### src/rtl/mem_arbiter_pkg.sv
// Shared types and constants for the byte-serial RAM port arbiter.
package mem_arbiter_pkg;

  localparam int unsigned ADDR_W_DEF = 32;
  localparam int unsigned CNT_W      = 3;

  localparam logic [31:0] IO_ADDR_0_DEF = 32'h0003_0000;
  localparam logic [31:0] IO_ADDR_1_DEF = 32'h0003_0004;

  localparam logic [1:0] LEN_B = 2'b00;
  localparam logic [1:0] LEN_H = 2'b01;
  localparam logic [1:0] LEN_W = 2'b10;

  typedef enum logic [1:0] {
    IDLE   = 2'd0,
    IF_RD  = 2'd1,
    MEM_RD = 2'd2,
    MEM_WR = 2'd3
  } state_t;

  // Number of RAM byte cycles for a MEM access; the reserved code 11 is a word.
  function automatic logic [CNT_W-1:0] len_bytes(input logic [1:0] len);
    case (len)
      LEN_B:   len_bytes = CNT_W'(1);
      LEN_H:   len_bytes = CNT_W'(2);
      LEN_W:   len_bytes = CNT_W'(4);
      default: len_bytes = CNT_W'(4);
    endcase
  endfunction

endpackage

### src/rtl/mem_arbiter.sv
// Arbitrates the single byte-wide RAM port between instruction fetch and the
// load/store stage, serialising 8/16/32-bit transfers into byte cycles.
// Optional macro MEM_ARBITER_IO_STALL_EN holds stores to the two UART
// addresses while io_buffer_full_in is high.
module mem_arbiter
  import mem_arbiter_pkg::*;
#(
  parameter int unsigned       ADDR_W    = ADDR_W_DEF,
  parameter logic [ADDR_W-1:0] IO_ADDR_0 = ADDR_W'(IO_ADDR_0_DEF),
  parameter logic [ADDR_W-1:0] IO_ADDR_1 = ADDR_W'(IO_ADDR_1_DEF)
) (
  input  logic              clk_in,
  input  logic              rst_in,
  input  logic              rdy_in,
  input  logic              flush_in,
  input  logic              if_req_in,
  input  logic [ADDR_W-1:0] if_addr_in,
  output logic              if_done_out,
  output logic [31:0]       if_inst_out,
  input  logic              mem_req_in,
  input  logic              mem_we_in,
  input  logic [1:0]        mem_len_in,
  input  logic [ADDR_W-1:0] mem_addr_in,
  input  logic [31:0]       mem_wdata_in,
  output logic              mem_done_out,
  output logic [31:0]       mem_rdata_out,
  input  logic [7:0]        ram_din_in,
  output logic [7:0]        ram_dout_out,
  output logic [ADDR_W-1:0] ram_a_out,
  output logic              ram_wr_out,
  input  logic              io_buffer_full_in
);

  state_t             state_q, state_d;
  logic [CNT_W-1:0]   cnt_q, cnt_d;
  logic [ADDR_W-1:0]  addr_q, addr_d;
  logic [31:0]        buf_q, buf_d;
  logic [31:0]        if_inst_q, if_inst_d;
  logic [31:0]        mem_rdata_q, mem_rdata_d;
  logic [7:0]         dout_q, dout_d;
  logic               wr_q, wr_d;
  logic               if_done_q, if_done_d;
  logic               mem_done_q, mem_done_d;

  logic               mem_grant_c, if_grant_c, io_hold_c;
  logic [CNT_W-1:0]   nbytes_c;
  logic [1:0]         rd_idx_c, wr_idx_c;
  logic [31:0]        asm_c;
  logic               last_rd_c, last_wr_c;

  // Grant decode: MEM wins, a just-finished requester sits out one cycle.
  assign mem_grant_c = (state_q == IDLE) && mem_req_in && !mem_done_q;
  assign if_grant_c  = (state_q == IDLE) && if_req_in && !if_done_q && !flush_in && !mem_grant_c;

  assign nbytes_c  = (state_q == IF_RD) ? CNT_W'(4) : len_bytes(mem_len_in);
  assign rd_idx_c  = 2'(cnt_q - CNT_W'(1));
  assign wr_idx_c  = 2'(cnt_q + CNT_W'(1));
  assign last_rd_c = (cnt_q == nbytes_c);
  assign last_wr_c = !((cnt_q + CNT_W'(1)) < nbytes_c);

  // Word being assembled with the byte arriving this cycle merged in.
  always_comb begin
    asm_c = buf_q;
    asm_c[{rd_idx_c, 3'b000} +: 8] = ram_din_in;
  end

`ifdef MEM_ARBITER_IO_STALL_EN
  assign io_hold_c = (state_q == MEM_WR) && io_buffer_full_in &&
                     ((addr_q == IO_ADDR_0) || (addr_q == IO_ADDR_1));
`else
  logic unused_io;
  assign unused_io = io_buffer_full_in ^ (^IO_ADDR_0) ^ (^IO_ADDR_1);
  assign io_hold_c = 1'b0;
`endif

  // State and datapath registers; rdy_in low freezes everything.
  always_ff @(posedge clk_in) begin
    if (!rst_in) begin
      state_q     <= IDLE;
      cnt_q       <= '0;
      addr_q      <= '0;
      buf_q       <= '0;
      if_inst_q   <= '0;
      mem_rdata_q <= '0;
      dout_q      <= '0;
      wr_q        <= 1'b0;
      if_done_q   <= 1'b0;
      mem_done_q  <= 1'b0;
    end else if (rdy_in) begin
      state_q     <= state_d;
      cnt_q       <= cnt_d;
      addr_q      <= addr_d;
      buf_q       <= buf_d;
      if_inst_q   <= if_inst_d;
      mem_rdata_q <= mem_rdata_d;
      dout_q      <= dout_d;
      wr_q        <= wr_d;
      if_done_q   <= if_done_d;
      mem_done_q  <= mem_done_d;
    end
  end

  // Next-state decode.
  always_comb begin
    state_d = state_q;
    case (state_q)
      IDLE: begin
        if (mem_grant_c)     state_d = mem_we_in ? MEM_WR : MEM_RD;
        else if (if_grant_c) state_d = IF_RD;
      end
      IF_RD:   if (flush_in || last_rd_c) state_d = IDLE;
      MEM_RD:  if (last_rd_c) state_d = IDLE;
      MEM_WR:  if (!io_hold_c && last_wr_c) state_d = IDLE;
      default: state_d = IDLE;
    endcase
  end

  // Next values of the counter, RAM port and result registers.
  always_comb begin
    cnt_d       = cnt_q;
    addr_d      = addr_q;
    buf_d       = buf_q;
    if_inst_d   = if_inst_q;
    mem_rdata_d = mem_rdata_q;
    dout_d      = dout_q;
    wr_d        = wr_q;
    if_done_d   = 1'b0;
    mem_done_d  = 1'b0;
    case (state_q)
      IDLE: begin
        if (mem_grant_c) begin
          cnt_d  = '0;
          buf_d  = '0;
          addr_d = mem_addr_in;
          wr_d   = mem_we_in;
          dout_d = mem_wdata_in[7:0];
        end else if (if_grant_c) begin
          cnt_d  = '0;
          buf_d  = '0;
          addr_d = if_addr_in;
          wr_d   = 1'b0;
        end
      end
      IF_RD, MEM_RD: begin
        if ((state_q == IF_RD) && flush_in) begin
          cnt_d = '0;
        end else begin
          if (cnt_q != '0) buf_d = asm_c;
          if ((cnt_q + CNT_W'(1)) < nbytes_c) addr_d = addr_q + ADDR_W'(1);
          if (last_rd_c) begin
            cnt_d = '0;
            if (state_q == IF_RD) begin
              if_inst_d = asm_c;
              if_done_d = 1'b1;
            end else begin
              mem_rdata_d = asm_c;
              mem_done_d  = 1'b1;
            end
          end else begin
            cnt_d = cnt_q + CNT_W'(1);
          end
        end
      end
      MEM_WR: begin
        if (!io_hold_c) begin
          if (last_wr_c) begin
            cnt_d      = '0;
            wr_d       = 1'b0;
            mem_done_d = 1'b1;
          end else begin
            cnt_d  = cnt_q + CNT_W'(1);
            addr_d = addr_q + ADDR_W'(1);
            dout_d = mem_wdata_in[{wr_idx_c, 3'b000} +: 8];
            wr_d   = 1'b1;
          end
        end
      end
      default: ;
    endcase
  end

  assign ram_a_out     = addr_q;
  assign ram_dout_out  = dout_q;
  assign ram_wr_out    = wr_q & rdy_in & ~io_hold_c;
  assign if_done_out   = if_done_q;
  assign if_inst_out   = if_inst_q;
  assign mem_done_out  = mem_done_q;
  assign mem_rdata_out = mem_rdata_q;

endmodule
### config.mk
export PLATFORM = sky130hd
export DESIGN_NAME = mem_arbiter
export DESIGN_NICKNAME = d
export VERILOG_FILES = /design/src/rtl/mem_arbiter_pkg.sv /design/src/rtl/mem_arbiter.sv
export SDC_FILE = /design/constraint.sdc
export NUM_CORES = 1
export LEC_CHECK = 0
export BUFFER_PORTS_ARGS = -buffer_cell sky130_fd_sc_hd__buf_2
export CAP_MARGIN = 20
export CORE_MARGIN = 3
export CORE_UTILIZATION = 57
export CTS_CLUSTER_SIZE = 28
export DETAILED_ROUTE_END_ITERATION = 6
export PLACE_DENSITY_LB_ADDON = 0.2
export REMOVE_ABC_BUFFERS = 1
export SLEW_MARGIN = 15
export SYNTH_ARGS = -nofsm -noshare
export SYNTH_HDL_FRONTEND = slang
export SYNTH_SLANG_ARGS = --single-unit
### constraint.sdc
create_clock -name clk_in -period 8.05 [get_ports clk_in]
set_clock_uncertainty 0.1 [all_clocks]
set_input_delay 0.805 -clock clk_in [delete_from_list [all_inputs] [get_ports clk_in]]
set_output_delay 0.805 -clock clk_in [all_outputs]
set_load 0.01 [all_outputs]
## Yosys cells after proc, flatten, opt, wreduce, memory -nomap -nowiden

Index checks and enable logic that the tools add are counted.
Widths: inputs -> output; s select.

- Output and inout port bits: 107
- Register bits: 144
- Logic and storage cells: 102
- Bits of input ports: 114

- Mux-type cells: 42
- $lt $le $gt $ge: 1
- Eq/ne operators: 13
- Bitwise operators: 3
- Reductions and logical operators: 26
- Shift operators: 3
- Add/subtract/negate cells: 4

Operator list:

| cell | number |
|---|---|
| $mux 32 | 8 |
| $pmux 32 s3 | 1 |
| $pmux 32 s2 | 1 |
| $add 32x1->32 const B | 1 |
| $bwmux 32 | 1 |
| $shift 8x7->32 const A | 1 |
| $shiftx 32x6->8 | 1 |
| $shiftx 8x7->32 | 1 |
| $reduce_and 5->1 | 4 |
| $mux 3 | 6 |
| $mux 8 | 2 |
| $pmux 8 s2 | 1 |
| $mux 1 | 12 |
| $ne 2x2->1 const B | 6 |
| $mux 2 | 5 |
| $pmux 3 s3 | 1 |
| $pmux 2 s4 | 1 |
| $logic_and 1x1->1 | 7 |
| $neg 5->7 | 1 |
| $pmux 3 s2 | 1 |
| $reduce_and 3->1 | 2 |
| $eq 2x1->1 const B | 2 |
| $eq 2x2->1 const B | 2 |
| $logic_not 1->1 | 4 |
| 16 further kinds | 20 |

## Logic depth before layout (Yosys ltp)

- Depth in word-level cells: 8
- Depth in mapped cells: 12

## Least setup slack after synthesis

No wires, ideal clock.

- Kind: register to register
- Start point: reg cnt_q[0]
- End point: reg dout_q[6] (netlist: ram_dout_out[6])
- Path slack: 5.187 ns
- Library setup time: 0.086 ns
- Clock period less this slack: 2.863 ns
- Cell stages (with the launch flop): 11
- Arrival time: 2.678 ns
- Cell sequence: dfxtp_1 -> clkbuf_1 -> inv_1 -> ha_1 -> ha_1 -> a21oi_1 -> nand2_1 -> a2111oi_4 -> buf_2 -> nor2_1 -> a211oi_1

- Word-level cells in the longest chain between the ends: 4
- Elaborated cells on any way between the ends: 7
- Classes of those cells: add/sub (1); order compare (1); eq/ne (1); shift (1); mux (2); reduce/logical (1)

RTL lines:

| element | RTL line | text |
|---|---|---|
| start, declared | mem_arbiter.sv:35 | `logic [CNT_W-1:0] cnt_q, cnt_d;` |
| start signal, assigned | mem_arbiter.sv:91 | `cnt_q <= cnt_d;` |
| $add 3x1->3 (*) | mem_arbiter.sv:59 | `assign last_wr_c = !((cnt_q + CNT_W'(1)) < nbytes_c);` |
| $shiftx 32x6->8 or $lt 3x3->1 (tied branches) | mem_arbiter.sv:173, mem_arbiter.sv:59 |  |
| $mux 8 or $ne 2x2->1 (tied branches) | -- |  |
| $pmux 8 s2 or $reduce_and 4->1 (tied branches) | -- |  |
| end signal, assigned | mem_arbiter.sv:96 | `dout_q <= dout_d;` |
| end, declared | mem_arbiter.sv:40 | `logic [7:0] dout_q, dout_d;` |

Mark *: on every way between the ends. The rest lies on a longest branch, timed or not. The select of a mux whose other input is x is not followed.
A chain may end at the register's enable or synchronous reset.

## Worst setup path after layout

- Start point: reg cnt_q[0]
- End point: reg addr_q[22] (netlist: ram_a_out[22])

- Word-level cells in the longest chain between the ends: 5

RTL lines:

| element | RTL line | text |
|---|---|---|
| $add 3x1->3 (*) | mem_arbiter.sv:59, mem_arbiter.sv:149 |  |
| $lt 3x3->1 (*) | mem_arbiter.sv:59, mem_arbiter.sv:149 |  |
| $mux 32 (*) | -- |  |
| $mux 32 | -- |  |
| $pmux 32 s3 (*) | -- |  |
| end signal, assigned | mem_arbiter.sv:92 | `addr_q <= addr_d;` |
| end, declared | mem_arbiter.sv:36 | `logic [ADDR_W-1:0] addr_q, addr_d;` |

Marks and branches as above.

==> impl_metrics.toml <==
[floorplan]
rows = 42
fp.dieArea_um2 = 15100
dieWidth_um = 123
coreArea_um2 = 13300
start_util_pct = 58.7
ios = 221
die_h_um = 123

[min_path]
hold_end = "mem_rdata_out[10]"
hold_path.class = "flop to flop"
worstHoldStart = "mem_rdata_out[10]"
hold_depth = 2

[pwr]
pwr_density_cell_nw_per_um2 = 206
p_total_mw = 1.96
irDropWorstVdd_mv = 0.153
p_leak_nw = 4.00

[clock_network]
cts_sinks = 144
post_cts.repair.setup_buffers = 0
ctsResizeCount = 0
cts_tree = "built"
clk_pin_slew_ns = 0.06
postCtsHoldBufs = 0
cts-buffers-inserted = 17
cts_root_buf = "clkbuf_16"
ctsHtreeMaxLevel = 4
clock_path_buffers = 2
clk_latency_ns = 0.42

[layout]
nFillCells = 1151
antennaDiodeCount = 0
syn2layout_area_growth_pct = 21.8
utilization_pct = 71.4
final_cells = 1342
fin_area_um2 = 9500
drive_gt1_share_pct = 25.6
nNetsFinal = 1283

[placed_design]
post-place-cells = 1308
placedInstanceArea_um2 = 8850
port_buffers = 219
post-dp-hpwl_mm = 14.2
gp_congestion = 0.838
dp_slack_ns = 4.19

[yosys]
yosys.area.top_type_share_pct = 37.0
ys_ff_latch = 144
synth_ff_type = "dfxtp_1"
yosys.area.top_type = "dfxtp_1"
synth.top_cells.by_area = "dfxtp_1 (37%), nand3_1 (5.6%), mux2i_1 (5.3%)"
synth_top_family_by_area = "simple AND/OR/NAND/NOR gates"
synthCells = 980
muxShareOfSynthArea_pct = 5.41
synth_fa_ha_area_share_pct = 2.57
synth_area_per_cell_um2 = 7.96
synth.distinct_cells = 69
async_reset_ff_share_pct = 0
synth_edf_count = 0
seq_area_frac_synth_pct = 37.0
yosys.area_share.simple_pct = 27.2
yosysMostFrequentCell = "dfxtp_1"
synthTopCellsByCount = "dfxtp_1 (144), nand2_1 (94), nand3_1 (87), nor2_1 (75), nor2b_1 (57)"
ys_warn_count = 0
synth_area_um2 = 7800
synth-compound-area-share_pct = 22.4
synthXorXnorAreaFrac_pct = 0.225

[timing]
setup_violations = 0
finalSetupTns_ns = 0
setup_ws_ns = 4.07
rsz0062_at_grt = "no"
min_period_ns = 3.98
fin_crit_sh_pct = 49.4
slew_violations = 0
holdWs_ns = 0.355
maxSlewHeadroom_pct = 37.6
hold_viol = 0
clock.fmax_ghz = 0.251
tightestPinTransition_ns = 0.930

[critical_path]
cp_max_fo = 19
r2r_slack_ns = 4.07
end_kind = "flop"
cp.required_ns = 8.28
ff2ff_path_depth = 8
r2r-start = "cnt_q[0]"
timing.rr.end = "ram_a_out[22]"
crit_arrival_ns = 4.21
cp-start-kind = "flop"
path_class = "flop to flop"

[detailed_routing]
vias = 7770
postRouteAntennaNets = 0
drc = 0
firstDrtPassIters = 5
avgRoutedWirePerCell_um = 15.8
drt-total-wl_mm = 21.3
vias_per_cell = 5.79
drt_iter0_markers = 579

[grt]
grt_max_degree = 72
grt_antenna_before_repair = 0
overflow = 0
grt_pass1_wl_mm = 34.2
grt_pass1_vias = 7246
grt_usage_pct = 27.8

[run]
maxCapViolCount = 0

[outcome]
status = "completed"
==> layout make-up <==
cell class	instances	area [um^2]	share of cell area, %
clock inverter	11	129	1.36
timing repair buffer	230	1210	12.8
inverter	13	48.8	0.514
tap	176	220	2.32
clock buffer	21	470	4.95
sequential	144	2880	30.4
multi-input combinational	747	4530	47.7
==> cells in the final DEF (no fill, tap or decap), types with 16 or more instances in the layout <==
| cell | count |
|---|---|
| buf_2 | 218 |
| dfxtp_1 | 144 |
| nand2_1 | 94 |
| nand3_1 | 87 |
| nor2_1 | 75 |
| nor2b_1 | 57 |
| o21ai_0 | 53 |
| o21ai_1 | 52 |
| a21oi_1 | 50 |
| mux2i_1 | 41 |
| a31oi_1 | 23 |
| and3_1 | 23 |
| o21a_1 | 21 |
| clkbuf_16 | 17 |
| nor3_1 | 16 |
==> power by group <==
group | internal, mW | switching (mW)
clock | 0.483 | 0.311
combinational | 0.150 | 0.235
sequential | 0.746 | 0.0357
total | 1.38 | 0.581
==> worst max-delay path, cell delays in order, from the launching register on <==
cell,delay (ns)
dfxtp_1,0.73
inv_1,0.22
ha_1,0.79
ha_1,0.35
nand3b_1,0.12
nand2_1,0.15
a21boi_2,0.75
nand2_1,0.40
o211ai_1,0.27
==> per-layer routing <==
layer	track usage [%]	part of all wire [%]	vias up
li1	-	-	3891
met1	36.3	44	3581
met2	46.5	48	259
met3	4.99	6.0	39
met4	9.76	2.2	0
met5	0	0	-
==> worst max-delay path by stage <==
stage	end	start	depth (start not counted)	slack, ns
floorplan	buf_q[0]	state_q[0]	6	3.73
global placement	ram_a_out[25]	cnt_q[0]	8	4.20
detailed placement	ram_a_out[22]	cnt_q[0]	8	4.19
CTS	ram_a_out[22]	cnt_q[0]	8	4.15
global route	ram_a_out[25]	cnt_q[0]	8	3.85
finish	ram_a_out[22]	cnt_q[0]	8	4.07
==> sequential cells by signal, indices dropped and copies added, names as in the netlist <==
signal         flops
buf_q             32
if_inst_out       32
mem_rdata_out     32
ram_a_out         32
ram_dout_out       8
cnt_q              3
state_q            2
if_done_out        1
mem_done_out       1
wr_q               1
==> kinds of logic (layout without fill, tap and decap cells) <==
family / after synthesis / after routing
and+or+nand+nor: 416 / 416
xor gates and xnor gates: 2 / 2
buffers and inverters: 89 / 275
adders and majority gates: 16 / 16
AOI/OAI and AO/OA: 271 / 271
DFF: 144 / 144
muxes: 42 / 42
Note: power is estimated with default switching activity, not from simulation.
